`src/rtl/alu_seq_pkg.sv`:
```
// ============================================================================
// alu_seq_pkg : opcode encoding and FSM state type shared by alu_seq
// Rev 1.0
// ============================================================================
`default_nettype none

package alu_seq_pkg;

  localparam logic [2:0] OP_ADD = 3'b000;
  localparam logic [2:0] OP_SUB = 3'b001;
  localparam logic [2:0] OP_AND = 3'b010;
  localparam logic [2:0] OP_XOR = 3'b011;
  localparam logic [2:0] OP_NOT = 3'b100;
  localparam logic [2:0] OP_SHL = 3'b101;
  localparam logic [2:0] OP_SHR = 3'b110;
  localparam logic [2:0] OP_MUL = 3'b111;

  typedef enum logic [1:0] {
    IDLE = 2'd0,
    BUSY = 2'd1,
    DONE = 2'd2
  } state_t;

endpackage

`default_nettype wire

```
`src/rtl/alu_seq_mul.sv`:
```
// ============================================================================
// alu_seq_mul : iterative shift-add multiplier, one bit of b per cycle
// Rev 1.0
// ============================================================================
`default_nettype none

module alu_seq_mul #(
  parameter int WIDTH = 8
) (
  input  logic             clk,
  input  logic             rst,
  input  logic             start,
  input  logic [WIDTH-1:0] a,
  input  logic [WIDTH-1:0] b,
  output logic             done,
  output logic [WIDTH-1:0] p
);

  localparam int CW = $clog2(WIDTH + 1);
  localparam logic [CW-1:0] c_one   = CW'(1);
  localparam logic [CW-1:0] c_steps = CW'(WIDTH);

  logic [WIDTH-1:0] r_acc;
  logic [WIDTH-1:0] r_mcand;
  logic [WIDTH-1:0] r_mplier;
  logic [CW-1:0]    r_cnt;
  logic             r_run;
  logic [WIDTH-1:0] w_acc_next;

  assign w_acc_next = r_acc + (r_mplier[0] ? r_mcand : '0);

  // The final step's sum is handed out combinationally so the caller can
  // register it on the same edge the last bit is consumed.
  assign done = r_run && (r_cnt == c_one);
  assign p    = w_acc_next;

  always_ff @(posedge clk) begin
    if (rst) begin
      r_acc    <= '0;
      r_mcand  <= '0;
      r_mplier <= '0;
      r_cnt    <= '0;
      r_run    <= 1'b0;
    end else if (start) begin
      r_acc    <= '0;
      r_mcand  <= a;
      r_mplier <= b;
      r_cnt    <= c_steps;
      r_run    <= 1'b1;
    end else if (r_run) begin
      r_acc    <= w_acc_next;
      r_mcand  <= r_mcand << 1;
      r_mplier <= r_mplier >> 1;
      r_cnt    <= r_cnt - c_one;
      if (r_cnt == c_one) begin
        r_run <= 1'b0;
      end
    end
  end

endmodule

`default_nettype wire

```
`src/rtl/alu_seq.sv`:
```
// ============================================================================
// alu_seq : handshaked ALU; func 111 multiplies when ALU_SEQ_MUL_EN is defined
// Rev 1.0
// ============================================================================
`default_nettype none

module alu_seq
  import alu_seq_pkg::*;
#(
  parameter int WIDTH = 8,
  parameter int SHW   = $clog2(WIDTH) + 1
) (
  input  logic             clk,
  input  logic             rst,
  input  logic             in_valid,
  output logic             in_ready,
  input  logic [WIDTH-1:0] a,
  input  logic [WIDTH-1:0] b,
  input  logic [2:0]       func,
  output logic             out_valid,
  input  logic             out_ready,
  output logic [WIDTH-1:0] c,
  output logic             zero,
  output logic             carry,
  output logic             ovf
);

  localparam logic [WIDTH:0] c_width_lim = (WIDTH + 1)'(WIDTH);

  state_t           r_state;
  logic [WIDTH:0]   w_sum;
  logic [WIDTH:0]   w_dif;
  logic             w_big;
  logic [WIDTH-1:0] w_res;
  logic             w_carry;
  logic             w_ovf;
  logic             w_accept;
  logic             w_is_mul;
  logic             w_mul_done;
  logic [WIDTH-1:0] w_mul_p;

  assign w_accept = in_valid && in_ready;
  assign w_sum    = {1'b0, a} + {1'b0, b};
  assign w_dif    = {1'b0, a} - {1'b0, b};
  // Shift amounts are judged on the full b so large values flush to zero.
  assign w_big    = ({1'b0, b} >= c_width_lim);

`ifdef ALU_SEQ_MUL_EN
  assign w_is_mul = (func == OP_MUL);

  alu_seq_mul #(
    .WIDTH(WIDTH)
  ) u_mul (
    .clk  (clk),
    .rst  (rst),
    .start(w_accept && w_is_mul),
    .a    (a),
    .b    (b),
    .done (w_mul_done),
    .p    (w_mul_p)
  );
`else
  assign w_is_mul   = 1'b0;
  assign w_mul_done = 1'b0;
  assign w_mul_p    = '0;
`endif

  always_comb begin
    w_res   = '0;
    w_carry = 1'b0;
    w_ovf   = 1'b0;
    case (func)
      OP_ADD: begin
        w_res   = w_sum[WIDTH-1:0];
        w_carry = w_sum[WIDTH];
        w_ovf   = (a[WIDTH-1] == b[WIDTH-1]) && (w_sum[WIDTH-1] != a[WIDTH-1]);
      end
      OP_SUB: begin
        w_res   = w_dif[WIDTH-1:0];
        w_carry = w_dif[WIDTH];
        w_ovf   = (a[WIDTH-1] != b[WIDTH-1]) && (w_dif[WIDTH-1] != a[WIDTH-1]);
      end
      OP_AND:  w_res = a & b;
      OP_XOR:  w_res = a ^ b;
      OP_NOT:  w_res = ~a;
      OP_SHL:  w_res = w_big ? '0 : (a << b[SHW-1:0]);
      OP_SHR:  w_res = w_big ? '0 : (a >> b[SHW-1:0]);
      default: w_res = '0;
    endcase
  end

  always_ff @(posedge clk) begin
    if (rst) begin
      r_state   <= IDLE;
      in_ready  <= 1'b1;
      out_valid <= 1'b0;
      c         <= '0;
      zero      <= 1'b0;
      carry     <= 1'b0;
      ovf       <= 1'b0;
    end else begin
      case (r_state)
        IDLE: begin
          if (w_accept) begin
            in_ready <= 1'b0;
            if (w_is_mul) begin
              r_state <= BUSY;
            end else begin
              r_state   <= DONE;
              out_valid <= 1'b1;
              c         <= w_res;
              zero      <= (w_res == '0);
              carry     <= w_carry;
              ovf       <= w_ovf;
            end
          end
        end
        BUSY: begin
          if (w_mul_done) begin
            r_state   <= DONE;
            out_valid <= 1'b1;
            c         <= w_mul_p;
            zero      <= (w_mul_p == '0);
            carry     <= 1'b0;
            ovf       <= 1'b0;
          end
        end
        DONE: begin
          if (out_ready) begin
            r_state   <= IDLE;
            out_valid <= 1'b0;
            in_ready  <= 1'b1;
          end
        end
        default: begin
          r_state   <= IDLE;
          out_valid <= 1'b0;
          in_ready  <= 1'b1;
        end
      endcase
    end
  end

endmodule

`default_nettype wire

```
`config.mk`:
```
export PLATFORM = sky130hd
export DESIGN_NAME = alu_seq
export DESIGN_NICKNAME = d
export VERILOG_FILES = /design/src/rtl/alu_seq_pkg.sv /design/src/rtl/alu_seq_mul.sv /design/src/rtl/alu_seq.sv
export SDC_FILE = /design/constraint.sdc
export NUM_CORES = 1
export LEC_CHECK = 0
export CORE_MARGIN = 10
export CORE_UTILIZATION = 44
export CTS_CLUSTER_DIAMETER = 40
export DETAILED_ROUTE_END_ITERATION = 8
export PLACE_DENSITY = 0.72
export SYNTH_ARGS = -nofsm -noshare
export SYNTH_HDL_FRONTEND = slang
export SYNTH_SLANG_ARGS = --single-unit
```
`constraint.sdc`:
```
create_clock -name clk -period 4.7 [get_ports clk]
set_input_delay 0.94 -clock clk [delete_from_list [all_inputs] [get_ports clk]]
set_output_delay 0.94 -clock clk [all_outputs]
set_load 0.03 [all_outputs]
```
==> impl_results.md <==
- Status: finished clean
- Mapped Area: 0.00200 mm2
- Fin util: 0.554
- Post-cts repair resize count: 0
- Leak Pwr: 1.03 nW
- Clk buf depth: 2
- Critical path peak fanout: 11
- First-pass DRT Iterations: 4
- I/O pins: 36
- CTS Hold Bufs: 0
- Crit path required time: 4790 ps
- Critical Path Max Stage Delay: 710 ps
- Synth top area cells: dfxtp_1 (13%), ha_1 (11%), mux2i_1 (8.5%), nor2_1 (5.2%), a211oi_1 (4.9%)
- Vias: 2,068
- Synth Register Bits: 13
- Worst-Margin Slew: 939 ps
- Setup tns final: 0 ps
- Post-DP HPWL: 4680 um
- CP startpoint: b[2]
- Synth top area share: 0.130
- Port buffer count: 35
- Drt wl/cell: 16.6 um
- RSZ-0062 raised after global routing: no
- CP Class: in -> reg
- Fin worst setup slack: 710 ps
- Worst EP arrival: 4070 ps
- Ant diodes: 0
- End of the worst register-to-register path: zero$_SDFFE_PP0P_
- Hold Path Cell Cnt: 2
- Setup Buffers After CTS: 0
- TritonCTS clock tree: yes
- Hold Vio Cnt, Final: 0
- Final worst path period need: 3990 ps
- Reg2Reg Setup Slack: 2910 ps
- Routed vias/inst: 5.94
- DIE WIDTH: 87.5 um
- Delay-heaviest family, CP: compound AO/OA/AOI/OAI gates
- Largest net degree at the start of global routing: 20
- Fmax: 251 MHz
- Peak supply drop: 112 uV
- PD cells: 196 mW/mm2
- Initial drt markers: 189
- Commonest non-fill, non-tap cell in the layout: clkdlybuf4s50_1
- Period Utilization, post-route: 0.849
- Worst-case reg-to-reg path depth: 8
- Syn nets: 312
- Placed instance area: 0.00238 mm2
- Final max-slew violation count: 0
- Fillers: 423
- Synth Warn #: 0
- Tot Pwr: 475 uW
- Critical Path Sink Type: flop
- Pre-CTS WS: 532 ps
- Max-Cap Viols: 0
- Placer congestion estimate: 0.920
- Synthesis-to-finish area growth: 21.1%
- CTS root buf: clkbuf_8
- Die area: 0.00766 mm2
- Origin of the worst min-delay path: ovf$_SDFFE_PP0P_
- Vias in the first global route: 2,022
- Grt ovf: 0
- Fraction of layout cells with a size suffix above 1: 0.0642
- Antenna violations before repair: 0
- H-tree depth: 1
- CP max-delay cell: clkdlybuf4s50_1
- Sequential area share after synthesis: 0.130
- DRC Markers: 0
- Syn_area_per_cell: 7.45 um2
- Clock network latency to the later pin of the worst-skew pair: 250 ps
- Initial Utilization: 0.457
- Final WL: 5780 um
- Min-Delay Endpoint: ovf$_SDFFE_PP0P_
- First-pass GRT wire length: 9780 um
- FFs w/ async S/R, synth: 0
- Count of final setup violators: 0
- Slew margin rel.: 0.372
- EDFF count, synth: 0
- Row count: 24
- NumNets Final: 340
- Cell variety after synth: 55
- Most frequent cells in the layout: clkdlybuf4s50_1 (35), nor2_1 (28), nand2_1 (19)
- Dominant synthesized flop cell: dfxtp_1
- Hold WC Path Type: reg -> reg
- Synth Instances: 269
- Cell taking the most area after synthesis: dfxtp_1
- CP Cell Sequence: clkdlybuf4s50_1, clkinv_1, ha_1, nor3_1, o21ai_0, o311a_1, a221oi_1, mux2i_1, xor2_1, a21boi_0, a211oi_1
- CP startpoint kind: primary input
- Post-Layout Inst Area: 0.00243 mm2
- CTS buffer count: 3
- Core Region: 0.00438 mm2
- Worst r2r src: in_ready$_SDFFE_PP1P_
- Worst path bufs/invs: 2
- Chip height: 87.5 um
- Clk_skew: 3.74 ps
- CTS clk-pin slew, worst paths: 50 ps
- DRT antenna net count: 0
- GRT Util Overall: 0.154
- Clock sink count: 13
-- through the flow --
stage	std cells	hold slack [ps]
final	348	463
after global routing	348	492
after CTS	348	461
after detailed placement	344	453
after global placement	344	443
after floorplan	269	578
-- logic make-up after synthesis --
kind of cell,Yosys count,synth area share
and+or+nand+nor,90,0.237
xor gates and xnor gates,9,0.0393
buffers and inverters,36,0.0693
DFF,13,0.130
adders and majority gates,20,0.132
AOI/OAI and AO/OA,80,0.274
muxes,21,0.119
-- sequential cells by signal (all words and copies together), names as in the netlist --
| signal | flops |
|---|---|
| c | 8 |
| carry | 1 |
| in_ready | 1 |
| out_valid | 1 |
| ovf | 1 |
| zero | 1 |
-- worst register-to-register path, delay by kind of cell, from the launching register on --
kind,cells,cell delay [ps]
AOI/OAI and AO/OA,3,370
DFF,1,350
and+or+nand+nor,5,1010
-- where the power goes --
group / internal, mW / switching (mW)
combinational: 0.108 / 0.141
sequential: 0.120 / 0.00515
clock: 0.0600 / 0.0413
total: 0.287 / 0.187
-- synth_stat cells, types with 4 or more instances --
master,n
a211oi_1,13
a21oi_1,18
dfxtp_1,13
xor2_1,4
clkbuf_1,11
o22ai_1,6
nor2b_1,5
a21boi_0,4
inv_1,18
nand2b_1,7
a221oi_1,4
nor2_1,28
ha_1,18
mux2i_1,17
nand2_1,19
xnor2_1,5
o21ai_0,9
nor3_1,11
-- layer usage --
metal / up-vias / track usage / wire length (um)
li1: 1029 / - / -
met1: 959 / 0.206 / 2600
met2: 74 / 0.247 / 2770
met3: 6 / 0.0290 / 356
met4: 0 / 0.0333 / 52
met5: - / 0 / 0
-- area by class of cell --
| class | instances | area (um2) | share of cell area |
|---|---|---|---|
| Multi-Input combinational cell | 220 | 1610 | 0.661 |
| Inverter | 21 | 78.8 | 0.0325 |
| Tap cell | 52 | 65.1 | 0.0268 |
| Sequential cell | 13 | 260 | 0.107 |
| Clock buffer | 4 | 45.0 | 0.0186 |
| Timing Repair Buffer | 38 | 373 | 0.154 |
-- worst max-delay path by stage --
stage / to / slack, ps / cells after the start
global placement: c[7]$_SDFFE_PP0P_ / 600 / 11
detailed placement: c[7]$_SDFFE_PP0P_ / 530 / 11
CTS: c[7]$_SDFFE_PP0P_ / 770 / 11
global route: zero$_SDFFE_PP0P_ / 440 / 11
finish: c[7]$_SDFFE_PP0P_ / 710 / 11
floorplan: zero$_SDFFE_PP0P_ / 1210 / 12
Note: power is estimated with default switching activity, not from simulation.
